## src/rtl/traffic_pkg.sv

```systemverilog
// Shared state encoding and lamp decode for the two-way intersection controller.
package traffic_pkg;

  typedef enum logic [2:0] {
    ST_OFF       = 3'd0,
    ST_AR_TO_NS  = 3'd1,
    ST_NS_GREEN  = 3'd2,
    ST_NS_YELLOW = 3'd3,
    ST_AR_TO_EW  = 3'd4,
    ST_EW_GREEN  = 3'd5,
    ST_EW_YELLOW = 3'd6,
    ST_FLASH     = 3'd7
  } state_t;

  typedef struct packed {
    logic ns_r;
    logic ns_y;
    logic ns_g;
    logic ew_r;
    logic ew_y;
    logic ew_g;
  } lamps_t;

  function automatic logic is_all_red(input state_t st);
    return (st == ST_AR_TO_NS) || (st == ST_AR_TO_EW);
  endfunction

  function automatic lamps_t lamp_decode(input state_t st, input logic flash_lit);
    lamps_t l;
    l = '0;
    case (st)
      ST_AR_TO_NS, ST_AR_TO_EW: begin
        l.ns_r = 1'b1;
        l.ew_r = 1'b1;
      end
      ST_NS_GREEN: begin
        l.ns_g = 1'b1;
        l.ew_r = 1'b1;
      end
      ST_NS_YELLOW: begin
        l.ns_y = 1'b1;
        l.ew_r = 1'b1;
      end
      ST_EW_GREEN: begin
        l.ew_g = 1'b1;
        l.ns_r = 1'b1;
      end
      ST_EW_YELLOW: begin
        l.ew_y = 1'b1;
        l.ns_r = 1'b1;
      end
      ST_FLASH: begin
        l.ns_y = flash_lit;
        l.ew_y = flash_lit;
      end
      default: l = '0;
    endcase
    return l;
  endfunction

endpackage

```

## src/rtl/traffic_ctrl_2way_phase_timer.sv

```systemverilog
// Phase timer: counts up from zero each cycle, flags the last cycle of a phase.
module phase_timer #(
  parameter int unsigned TIMER_W = 8
) (
  input  logic               clk,
  input  logic               reset_n,
  input  logic               clear,
  input  logic [TIMER_W-1:0] dur,
  output logic               done,
  output logic [TIMER_W-1:0] count
);

  always_ff @(posedge clk or negedge reset_n) begin
    if (!reset_n) begin
      count <= '0;
    end else if (clear) begin
      count <= '0;
    end else begin
      count <= count + TIMER_W'(1);
    end
  end

  assign done = (count == (dur - TIMER_W'(1)));

endmodule

```

## src/rtl/traffic_ctrl_2way.sv

```systemverilog
// Two-direction intersection controller with all-red clearance, pedestrian
// WALK service in clearance phases, and flashing-yellow maintenance mode.
module traffic_ctrl_2way
  import traffic_pkg::*;
#(
  parameter int unsigned TIMER_W      = 8,
  parameter int unsigned GREEN_T      = 8,
  parameter int unsigned YELLOW_T     = 3,
  parameter int unsigned CLR_T        = 2,
  parameter int unsigned PED_T        = 6,
  parameter int unsigned FLASH_HALF_T = 4
) (
  input  logic       clk,
  input  logic       reset_n,
  input  logic       on,
  input  logic       flash,
  input  logic       ped_req,
  output logic       ns_red,
  output logic       ns_yellow,
  output logic       ns_green,
  output logic       ew_red,
  output logic       ew_yellow,
  output logic       ew_green,
  output logic       walk,
  output logic       ped_pend,
  output logic [2:0] state_out
);

  localparam longint unsigned DUR_MAX = (64'd1 << TIMER_W) - 64'd1;

  generate
    if (TIMER_W == 0 || TIMER_W > 32 ||
        GREEN_T == 0 || GREEN_T > DUR_MAX ||
        YELLOW_T == 0 || YELLOW_T > DUR_MAX ||
        CLR_T == 0 || CLR_T > DUR_MAX ||
        PED_T == 0 || PED_T > DUR_MAX ||
        FLASH_HALF_T == 0 || FLASH_HALF_T > DUR_MAX) begin : g_bad_cfg
      $error("traffic_ctrl_2way: phase duration out of range for TIMER_W");
    end
  endgenerate

  state_t             state, state_nx;
  logic               ped_pend_nx;
  logic               walk_active, walk_active_nx;
  logic               flash_lit, flash_lit_nx;
  logic               timer_clear, timer_done;
  logic [TIMER_W-1:0] timer_count;
  logic [TIMER_W-1:0] dur;
  logic               enter_ar;
  lamps_t             lamps;

  phase_timer #(
    .TIMER_W(TIMER_W)
  ) u_timer (
    .clk     (clk),
    .reset_n (reset_n),
    .clear   (timer_clear),
    .dur     (dur),
    .done    (timer_done),
    .count   (timer_count)
  );

  always_comb begin
    dur = TIMER_W'(CLR_T);
    case (state)
      ST_AR_TO_NS, ST_AR_TO_EW:   dur = walk_active ? TIMER_W'(PED_T) : TIMER_W'(CLR_T);
      ST_NS_GREEN, ST_EW_GREEN:   dur = TIMER_W'(GREEN_T);
      ST_NS_YELLOW, ST_EW_YELLOW: dur = TIMER_W'(YELLOW_T);
      ST_FLASH:                   dur = TIMER_W'(FLASH_HALF_T);
      default:                    dur = TIMER_W'(CLR_T);
    endcase
  end

  always_comb begin
    state_nx = state;
    if (!on) begin
      state_nx = ST_OFF;
    end else if (flash) begin
      state_nx = ST_FLASH;
    end else begin
      case (state)
        ST_OFF, ST_FLASH: state_nx = ST_AR_TO_NS;
        ST_AR_TO_NS:      if (timer_done) state_nx = ST_NS_GREEN;
        ST_NS_GREEN:      if (timer_done) state_nx = ST_NS_YELLOW;
        ST_NS_YELLOW:     if (timer_done) state_nx = ST_AR_TO_EW;
        ST_AR_TO_EW:      if (timer_done) state_nx = ST_EW_GREEN;
        ST_EW_GREEN:      if (timer_done) state_nx = ST_EW_YELLOW;
        ST_EW_YELLOW:     if (timer_done) state_nx = ST_AR_TO_NS;
        default:          state_nx = ST_OFF;
      endcase
    end
  end

  // A request arriving on the AR-entry edge is kept for the next clearance.
  always_comb begin
    ped_pend_nx    = ped_pend;
    walk_active_nx = walk_active;
    flash_lit_nx   = flash_lit;
    enter_ar       = is_all_red(state_nx) && (state_nx != state);
    if (!on) begin
      ped_pend_nx    = 1'b0;
      walk_active_nx = 1'b0;
    end else if (!flash) begin
      if (enter_ar) begin
        walk_active_nx = ped_pend;
        ped_pend_nx    = ped_req;
      end else begin
        ped_pend_nx = ped_pend | ped_req;
      end
    end
    if (state_nx != ST_FLASH) begin
      flash_lit_nx = 1'b1;
    end else if (state == ST_FLASH && timer_done) begin
      flash_lit_nx = ~flash_lit;
    end
    timer_clear = !on || (state_nx != state) || (state == ST_FLASH && timer_done);
  end

  always_ff @(posedge clk or negedge reset_n) begin
    if (!reset_n) begin
      state       <= ST_OFF;
      ped_pend    <= 1'b0;
      walk_active <= 1'b0;
      flash_lit   <= 1'b1;
    end else begin
      state       <= state_nx;
      ped_pend    <= ped_pend_nx;
      walk_active <= walk_active_nx;
      flash_lit   <= flash_lit_nx;
    end
  end

  assign lamps     = lamp_decode(state, flash_lit);
  assign ns_red    = lamps.ns_r;
  assign ns_yellow = lamps.ns_y;
  assign ns_green  = lamps.ns_g;
  assign ew_red    = lamps.ew_r;
  assign ew_yellow = lamps.ew_y;
  assign ew_green  = lamps.ew_g;
  assign walk      = walk_active && is_all_red(state);
  assign state_out = state;

  a_timer_in_range: assert property (@(posedge clk) disable iff (!reset_n)
    timer_count < dur);

endmodule

```

## config.mk

```make
export PLATFORM = sky130hd
export DESIGN_NAME = traffic_ctrl_2way
export DESIGN_NICKNAME = d
export VERILOG_FILES = /design/src/rtl/traffic_pkg.sv /design/src/rtl/traffic_ctrl_2way_phase_timer.sv /design/src/rtl/traffic_ctrl_2way.sv
export SDC_FILE = /design/constraint.sdc
export NUM_CORES = 1
export LEC_CHECK = 0
export ABC_AREA = 1
export CELL_PAD_IN_SITES_DETAIL_PLACEMENT = 1
export CELL_PAD_IN_SITES_GLOBAL_PLACEMENT = 1
export CORE_MARGIN = 2
export CORE_UTILIZATION = 23
export DETAILED_ROUTE_END_ITERATION = 8
export GPL_ROUTABILITY_DRIVEN = 0
export HOLD_SLACK_MARGIN = 0.06
export PLACE_DENSITY = 0.62
export SYNTH_ARGS = -nofsm -noshare
export SYNTH_HDL_FRONTEND = slang
export SYNTH_SLANG_ARGS = --single-unit
```

## constraint.sdc

```tcl
create_clock -name clk -period 2.53 [get_ports clk]
set_input_delay 0.506 -clock clk [delete_from_list [all_inputs] [get_ports clk]]
set_output_delay 0.506 -clock clk [all_outputs]
set_load 0.1 [all_outputs]
```

# == After elaboration in Yosys (flattened, before gate mapping) ==
# Cells that the tools add are included.
# W data, S select, Z words.
# word_totals
reg_bits,14
input_bits,5
output_inout_bits,11
elab_cells,66
# classes
n_addsub,2
eq_ne,14
n_mux,26
bitwise,2
reduce_logical,17
# op_table
op,n
$mux W3,9
$pmux W3 S7,1
$pmux W4 S4,1
$eq A3 B3 Y1 const B,5
$mux W1,12
$add A8 B1 Y8 const B,1
$eq A8 B8 Y1,1
$mux W8,1
$reduce_or A2 Y1,4
$reduce_or A4 Y1,2
$eq A3 B1 Y1 const B,2
$eq A3 B2 Y1 const B,2
$sub A4 B1 Y5 const B,1
$logic_or A1 B1 Y1,4
$pmux W1 S2,2
$logic_and A1 B1 Y1,3
$logic_not A3 Y1,1
$ne A3 B3 Y1,1
$ne A3 B3 Y1 const B,1
$ne A2 B1 Y1 const B,1
$ne A2 B2 Y1 const B,1
$reduce_and A2 Y1,1
$reduce_bool A2 Y1,1
$logic_not A1 Y1,1
other kinds (2),2

# == Longest topological paths before layout ==
# Gate-level depths: netlist of run 1.
# depth
word_depth,15
mapped_depth,26
ltp_nobuf,25

# == By module ==
# From an unflattened synthesis of run 1, not the netlist that was laid out.
# unflattened
cells_unflattened,189
hier_area_um2,1194.9
# modules_own_cells
mod,instances,cells_per_inst,area_each_um2,seq_area_each_um2
phase_timer,1,103,650.6,200.2
traffic_ctrl_2way,1,86,544.3,151.4

# == Worst setup path after synthesis of run 1 ==
# OpenSTA, ideal clock, no wires.
# synth_timing
path_kind,register to register
start,reg state[1] (netlist: state_out[1])
end,reg u_timer.count[0]
t_arrival_ps,3848
t_required_ps,2459
setup_slack_ps,-1390
path_stages_with_launch,19
path_buffers,1
synth_period_minus_slack_ps,3920
path_cell_list,dfrtp_1 > buf_4 > nand2_2 > nor2_1 > nor2_2 > nand3_2 > nand2_1 > nand2_2 > nand3_2 > nand2_2 > nand2_1 > nand2_1 > nand2_2 > nand2_2 > nand2_1 > nand2_1 > nand3_2 > nand3b_4 > nor2_2
# synth_between
elab_chain_len,13
word_cells_on_any_way,29
# synth_lines
item,line,rtl
from (decl),traffic_ctrl_2way.sv:42,"state_t state, state_nx;"
from (signal assigned),traffic_ctrl_2way.sv:126,state <= state_nx;
"$eq A3 B3 Y1, or another cell as far along","traffic_ctrl_2way.sv:65, traffic_ctrl_2way.sv:81",
"$reduce_or A2 Y1, on equally long branches",n/a,
$pmux W4 S4,traffic_ctrl_2way.sv:65,case (state)
$sub A4 B1 Y5,traffic_ctrl_2way_phase_timer.sv:23,assign done = (count == (dur - TIMER_W'(1)));
$eq A8 B8 Y1,traffic_ctrl_2way_phase_timer.sv:23,
"$mux W3, or another cell as far along",traffic_ctrl_2way.sv:88,ST_EW_YELLOW: if (timer_done) state_nx = ST_AR_TO_NS;
$pmux W3 S7,traffic_ctrl_2way.sv:81,case (state)
$mux W3,traffic_ctrl_2way.sv:78,end else if (flash) begin
$mux W3,traffic_ctrl_2way.sv:76,if (!on) begin
$ne A3 B3 Y1,traffic_ctrl_2way.sv:116,timer_clear = !on || (state_nx != state) || (state == ST_FLASH && timer_done);
$logic_or A1 B1 Y1,traffic_ctrl_2way.sv:116,
$logic_or A1 B1 Y1 (*),traffic_ctrl_2way.sv:116,
$mux W8 (*),traffic_ctrl_2way_phase_timer.sv:16,end else if (clear) begin
to (signal assigned),traffic_ctrl_2way_phase_timer.sv:19,count <= count + TIMER_W'(1);
to (decl),traffic_ctrl_2way_phase_timer.sv:10,output logic [TIMER_W-1:0] count
# Every way passes the cells marked *; elsewhere a longest branch is shown, timed or not.
# A chain may end at the register's enable or synchronous reset.

# == Worst setup path after layout of run 1 ==
# layout_timing
start,reg state[2] (netlist: state_out[2])
end,reg u_timer.count[7]
# Same word-level chain as after synthesis.

==> results of run 1 <==
## power breakdown
| group | internal (mW) | switching, mW | total (mW) |
|---|---|---|---|
| combinational | 0.196 | 0.315 | 0.511 |
| sequential | 0.236 | 0.0220 | 0.258 |
| clock | 0.138 | 0.0849 | 0.223 |
## cell families after synthesis
group,count (synthesis),share of synthesized area
DFF,14,0.304
xor gates and xnor gates,6,0.0454
buffers and inverters,31,0.119
AOI/OAI and AO/OA,8,0.0346
adders and majority gates,2,0.0216
and+or+nand+nor,105,0.476
## per-layer routing
layer	GRT usage	up-vias	routed length [µm]
met4	0.0179	0	14
met1	0.189	576	1720
met2	0.221	14	1810
met3	0.0161	2	58
li1	-	619	-
met5	0	-	0
## cell usage in the layout, fill, tap and decap left out
cell type	instances
nand3_2	8
nand2_2	18
nand2_1	32
clkdlybuf4s50_1	4
nor2_1	5
xnor2_1	3
ha_4	1
nand2_4	5
o21ai_1	2
nand4_1	6
nand3b_4	1
clkbuf_8	4
dfstp_2	1
dfrtp_1	10
a21oi_1	1
a21oi_2	2
nor2_2	14
ha_1	1
buf_6	1
nand3_4	1
inv_4	2
xor2_1	3
inv_2	3
inv_1	20
inv_6	2
o21ai_0	3
buf_4	44
nor2_4	4
dfrtp_4	3
nand3_1	11
buf_12	4
## cell type report
cell class / count / area share
clock buffer: 4 / 0.0295
inverter: 27 / 0.0623
multi-input combinational: 121 / 0.422
sequential: 14 / 0.194
tap: 67 / 0.0449
timing repair buffer: 53 / 0.247
## critical path: cells and delay by family (launching register included)
family / cells / cell delay, ns
adders and majority gates: 1 / 0.26
AOI/OAI and AO/OA: 1 / 0.07
and+or+nand+nor: 16 / 1.69
DFF: 1 / 0.53
buffers and inverters: 2 / 0.16
## Yosys cell counts (all sizes together)
cell,count,area (µm²)
buf,4,33.8
nand3,20,138
nor2,23,121
a21oi,3,15.0
dfstp,1,26.3
inv,27,104
nand4,6,37.5
xor2,3,26.3
xnor2,3,26.3
dfrtp,13,325
o21ai,5,25.0
ha,2,25.0
nand3b,1,20.0
nand2,55,234
## sequential cells by signal (all words and copies together), names as in the netlist
signal and flops:
flash_lit 1, state_out 3, ped_pend 1, u_timer.count 8, walk_active 1
## metrics by stage
| stage | cell area, µm² | worst slack, ns | power (mW) | utilization |
|---|---|---|---|---|
| 2_1_floorplan | 1200 | -0.261 | 0.546 | - |
| 6_report | 1870 | -0.251 | 0.992 | 0.390 |
| 4_1_cts | 1730 | -0.249 | 0.941 | 0.362 |
| 3_3_place_gp | 1590 | -0.240 | 0.683 | 0.333 |
| 3_5_place_dp | 1590 | -0.283 | 0.688 | 0.333 |
| 5_1_grt | 1870 | -0.435 | 1.05 | 0.390 |
## path summary, 6_finish.rpt
check                      slack [ns]  cells after the start          endpoint              from
min in group asynchronous        0.69                      1      state_out[2]           reset_n
max                             -0.25                     20  u_timer.count[7]      state_out[2]
max reg2reg                     -0.25                     20  u_timer.count[7]      state_out[2]
max in group asynchronous        1.33                      1      state_out[0]           reset_n
min                              0.53                      1  u_timer.count[0]  u_timer.count[0]
min reg2reg                      0.53                      1  u_timer.count[0]  u_timer.count[0]
## what timing repair did
action / 4_1_cts / 5_1_grt
endpoints found under the hold margin: 0 / 0
gates resized for setup: 8 / 26
endpoints found under the setup margin: 10 / 11
pin swaps: 4 / 14
setup buffers: 8 / 7
==> summary.md, run 1 <==
| Metric | Value |
|---|---|
| Worst Clk Skew | `0.00588 ns` |
| Synthesized flop and latch total | `14` |
| CTS tree | `built` |
| Setup violators final | `10` |
| Yosys cell types | `22` |
| Total GRT Usage | `0.133` |
| Worst VDD drop | `a little under 0.3 mV` |
| Finished Layout Cells | `between 200 and 300` |
| Yosys warns | `0` |
| Post-layout min period | `2.78 ns` |
| Crit path launch type | `register` |
| Vias in the first global route | `1251` |
| Die width | `~75 µm` |
| Io pins | `16` |
| Die height | `between 70 and 80 µm` |
| WHS | `0.530 ns` |
| Final wirelength | `3.60 mm` |
| Final hold vios | `0` |
| Total CTS buffers | `3` |
| Max Clock Freq | `360 MHz` |
| HPWL Detailed | `2.58 mm` |
| DRC violations left | `0` |
| Sequential fraction of the synthesis area | `0.304` |
| Hold_buf cts | `0` |
| Core box area | `4790 µm²` |
| Number of I/O port buffers | `15` |
| Antenna Diode Count | `0` |
| Failing checks | `negative setup slack` |
| Hold Path Class | `reg2reg` |
| Die area | `5620 µm²` |
| CP max-delay cell | `dfrtp_4` |
| Area Growth Syn to Fin | `61.4%` |
| Final slew viol count | `0` |
| Share of layout cells above drive strength 1 | `0.539` |
| Initial antenna violation count | `0` |
| Grt ovf | `0` |
| Via-to-Cell Ratio | `4.23` |
| Required time worst endpoint | `2.71 ns` |
| RSZ-0062 raised after global routing | `true` |
| Reg area | `363 µm²` |
| Pwr dens | `531 nW/µm²` |
| Final ANT Viol Nets | `0` |
| Starting density of the core | `0.242` |
| Root buf cell | `clkbuf_8` |
| Largest net degree at the start of global routing | `15` |
| First-pass DRT Iterations | `3` |
| Clock Pin Slew Worst Setup and Hold Paths | `0.07 ns` |
| Initial DRC count | `28` |
| Clock Path Buffers | `2` |
| Fin crit share | `1.10` |
| Final Net Count | `227` |
| Placed cells | `267` |
| Slew headroom | `0.526` |
| Peak fanout along the critical path | `8` |
| Worst-Margin Slew | `0.709 ns` |
| Fill cells | `608` |
| Routed length per instance | `12.6 µm` |
| Post-synthesis cell area | `between 1000 and 1500 µm²` |
| Critical Path AT | `2.96 ns` |
| Clock sinks | `14` |
| Worst-Skew Late Latency | `0.25 ns` |
| Setup WS post-layout | `-0.251 ns` |
| H-tree levels | `1` |
| First-pass GRT wire length | `~5.7 mm` |
| Type of destination of the critical path | `register` |
| Max cap viols | `0` |
| Syn Nets | `173` |
| Lkg Pwr | `0.932 nW` |
| Syn Area/Cell | `6.97 µm²` |
| Critical Path, Cell by Cell | `inv_6, nand2_4, nor2_4, nor2_4, ha_4, o21ai_1, nor2_2, nand2_1, nor2_2, nand3_2, nor2_4, nand4_1, nand2_1, inv_2, nand2_4, nand3_2, nand2_2, nand3_2, nand3b_4, nor2_2` |
| Multi-input logic area | `just under 800 µm²` |
| Critical path class | `reg2reg` |
| Setup TNS Final | `-2.35 ns` |
| Syn Inst Count | `166` |
| # rows | `25` |
| Critical Path Max Stage Delay | `0.53 ns` |
| Status | `complete, but fails checks` |
| Detailed-route via count | `1211` |
Power figures use the tool's default switching activity.
==> inputs of run 2 (changes only) <==
- CORE_ASPECT_RATIO: default -> 1.4
- CORE_UTILIZATION: 23 -> 30
- PLACE_DENSITY: 0.62 -> 0.75
- SLEW_MARGIN: default -> 10
==> summary.md, run 2 (same netlist as run 1, synthesis figures left out) <==
| Metric | Value |
|---|---|
| Clock Path Buffers | `2` |
| Grt ovf | `0` |
| Clock sinks | `14` |
| Final slew viol count | `0` |
| HPWL Detailed | `2.67 mm` |
| Worst VDD drop | `roughly 0.38 mV` |
| Vias in the first global route | `about 1300` |
| Register name with the most flops | `u_timer.count` |
| Starting density of the core | `0.315` |
| Largest register FFs | `8` |
| Clock Pin Slew Worst Setup and Hold Paths | `0.07 ns` |
| Setup violators final | `10` |
| # rows | `26` |
| Failing checks | `negative setup slack` |
| H-tree levels | `1` |
| Placed cells | `242` |
| Critical Path AT | `2.96 ns` |
| CTS tree | `built` |
| Initial DRC count | `25` |
| Number of I/O port buffers | `15` |
| Hold Path Class | `reg2reg` |
| Final hold vios | `0` |
| Total CTS buffers | `3` |
| DRC violations left | `0` |
| Io pins | `16` |
| RSZ-0062 raised after global routing | `true` |
| Commonest non-fill, non-tap cell in the layout | `buf_4` |
| Die area | `roughly 4400 µm²` |
| Post-layout min period | `2.78 ns` |
| Required time worst endpoint | `2.71 ns` |
| Root buf cell | `clkbuf_8` |
| Final wirelength | `around 3.7 mm` |
| Peak fanout along the critical path | `8` |
| Via-to-Cell Ratio | `4.84` |
| Worst Clk Skew | `0.00488 ns` |
| Hold_buf cts | `0` |
| Worst-Margin Slew | `approximately 0.7 ns` |
| Lkg Pwr | `0.908 nW` |
| Initial antenna violation count | `0` |
| Area Growth Syn to Fin | `52.8%` |
| Largest net degree at the start of global routing | `15` |
| Die height | `77.5 µm` |
| Total GRT Usage | `0.175` |
| Core box area | `3680 µm²` |
| Setup WS post-layout | `-0.254 ns` |
| Worst-Skew Late Latency | `0.25 ns` |
| Max Clock Freq | `359 MHz` |
| Final Net Count | `about 220` |
| Type of destination of the critical path | `register` |
| Routed length per instance | `approximately 15 µm` |
| Critical path class | `reg2reg` |
| Antenna Diode Count | `0` |
| Pwr dens | `547 nW/µm²` |
| Finished Layout Cells | `256` |
| Max cap viols | `0` |
| Detailed-route via count | `1238` |
| Crit path launch type | `register` |
| Fin crit share | `1.10` |
| Die width | `approximately 56 µm` |
| Slew headroom | `0.528` |
| Most frequent cells in the layout | `buf_4 (37), nand2_1 (35), inv_1 (18), nand2_2 (16), nor2_2 (13)` |
| First-pass DRT Iterations | `3` |
| Final ANT Viol Nets | `0` |
| First-pass GRT wire length | `5.98 mm` |
| Share of layout cells above drive strength 1 | `0.509` |
| Status | `complete, but fails checks` |
| WHS | `~0.53 ns` |
-- run 2: cell types whose count changed in the layout (fill, tap and decap cells not counted), moves of 2 or more --
cell	change
buf_4	-7
buf_6	+3
inv_1	-2
inv_2	+2
nand2_1	+3
nand2_2	-2
nor2_1	+2
-- run 2: path summary, 6_finish.rpt --
kind	from	endpoint	slack, ns	depth (start not counted)
worst max-delay path	state_out[2]	u_timer.count[7]	-0.25	22
worst min-delay path	u_timer.count[0]	u_timer.count[0]	0.53	1
worst max register to register	state_out[2]	u_timer.count[7]	-0.25	22
worst min register to register	u_timer.count[0]	u_timer.count[0]	0.53	1
max in group asynchronous	reset_n	state_out[1]	1.33	1
min in group asynchronous	reset_n	u_timer.count[4]	0.68	1
-- run 2: through the flow --
stage	utilization	setup TNS (ns)	setup slack [ns]	instance area, µm²	power, mW
finish	0.481	-2.36	-0.254	1770	0.968
global route	0.481	-4.81	-0.473	1770	1.02
CTS	0.458	-2.49	-0.278	1690	0.940
detailed placement	0.421	-2.62	-0.301	1550	0.685
global placement	0.421	-1.50	-0.171	1550	0.673
floorplan	-	-2.43	-0.261	1200	0.546
-- run 2: layer usage --
metal	track usage	share of wire
met3	0.0217	0.019
met5	0	0
met4	0.0405	0.012
met1	0.200	0.41
met2	0.334	0.56
-- run 2: area by class of cell --
type                       count  area [µm²]
sequential                    14         363
timing repair buffer          48         423
clock buffer                   4        55.1
inverter                      27         114
fill                         473        1910
multi-input combinational    121         761
tap                           42        52.6
-- run 2: report_power, final --
| group | total (mW) | switching (mW) | internal (mW) |
|---|---|---|---|
| registers | 0.257 | 0.0208 | 0.236 |
| clock network | 0.230 | 0.0918 | 0.138 |
| logic | 0.481 | 0.307 | 0.174 |
| total | 0.968 | 0.420 | 0.548 |
-- run 2: critical path: stages, from the launching register on --
cell	delay, ns
dfrtp_4	0.54
inv_6	0.10
nand2_2	0.07
nand2_2	0.09
nor2_2	0.05
ha_4	0.26
o21ai_1	0.05
nor2_1	0.08
nand2_1	0.07
nor2_2	0.14
nand3_2	0.09
nor2_4	0.15
nand3_2	0.08
nand2_2	0.08
inv_2	0.04
nand2_2	0.05
nand2_2	0.06
nand2_2	0.07
nand2_1	0.05
nand2_1	0.07
nand3_2	0.10
nand3b_4	0.26
nor2_2	0.14
-- run 2: timing repair --
item | CTS | global route
setup buffers | 7 | 3
setup endpoints to repair | 10 | 13
resized for setup | 10 | 20
pin swaps | 4 | 8
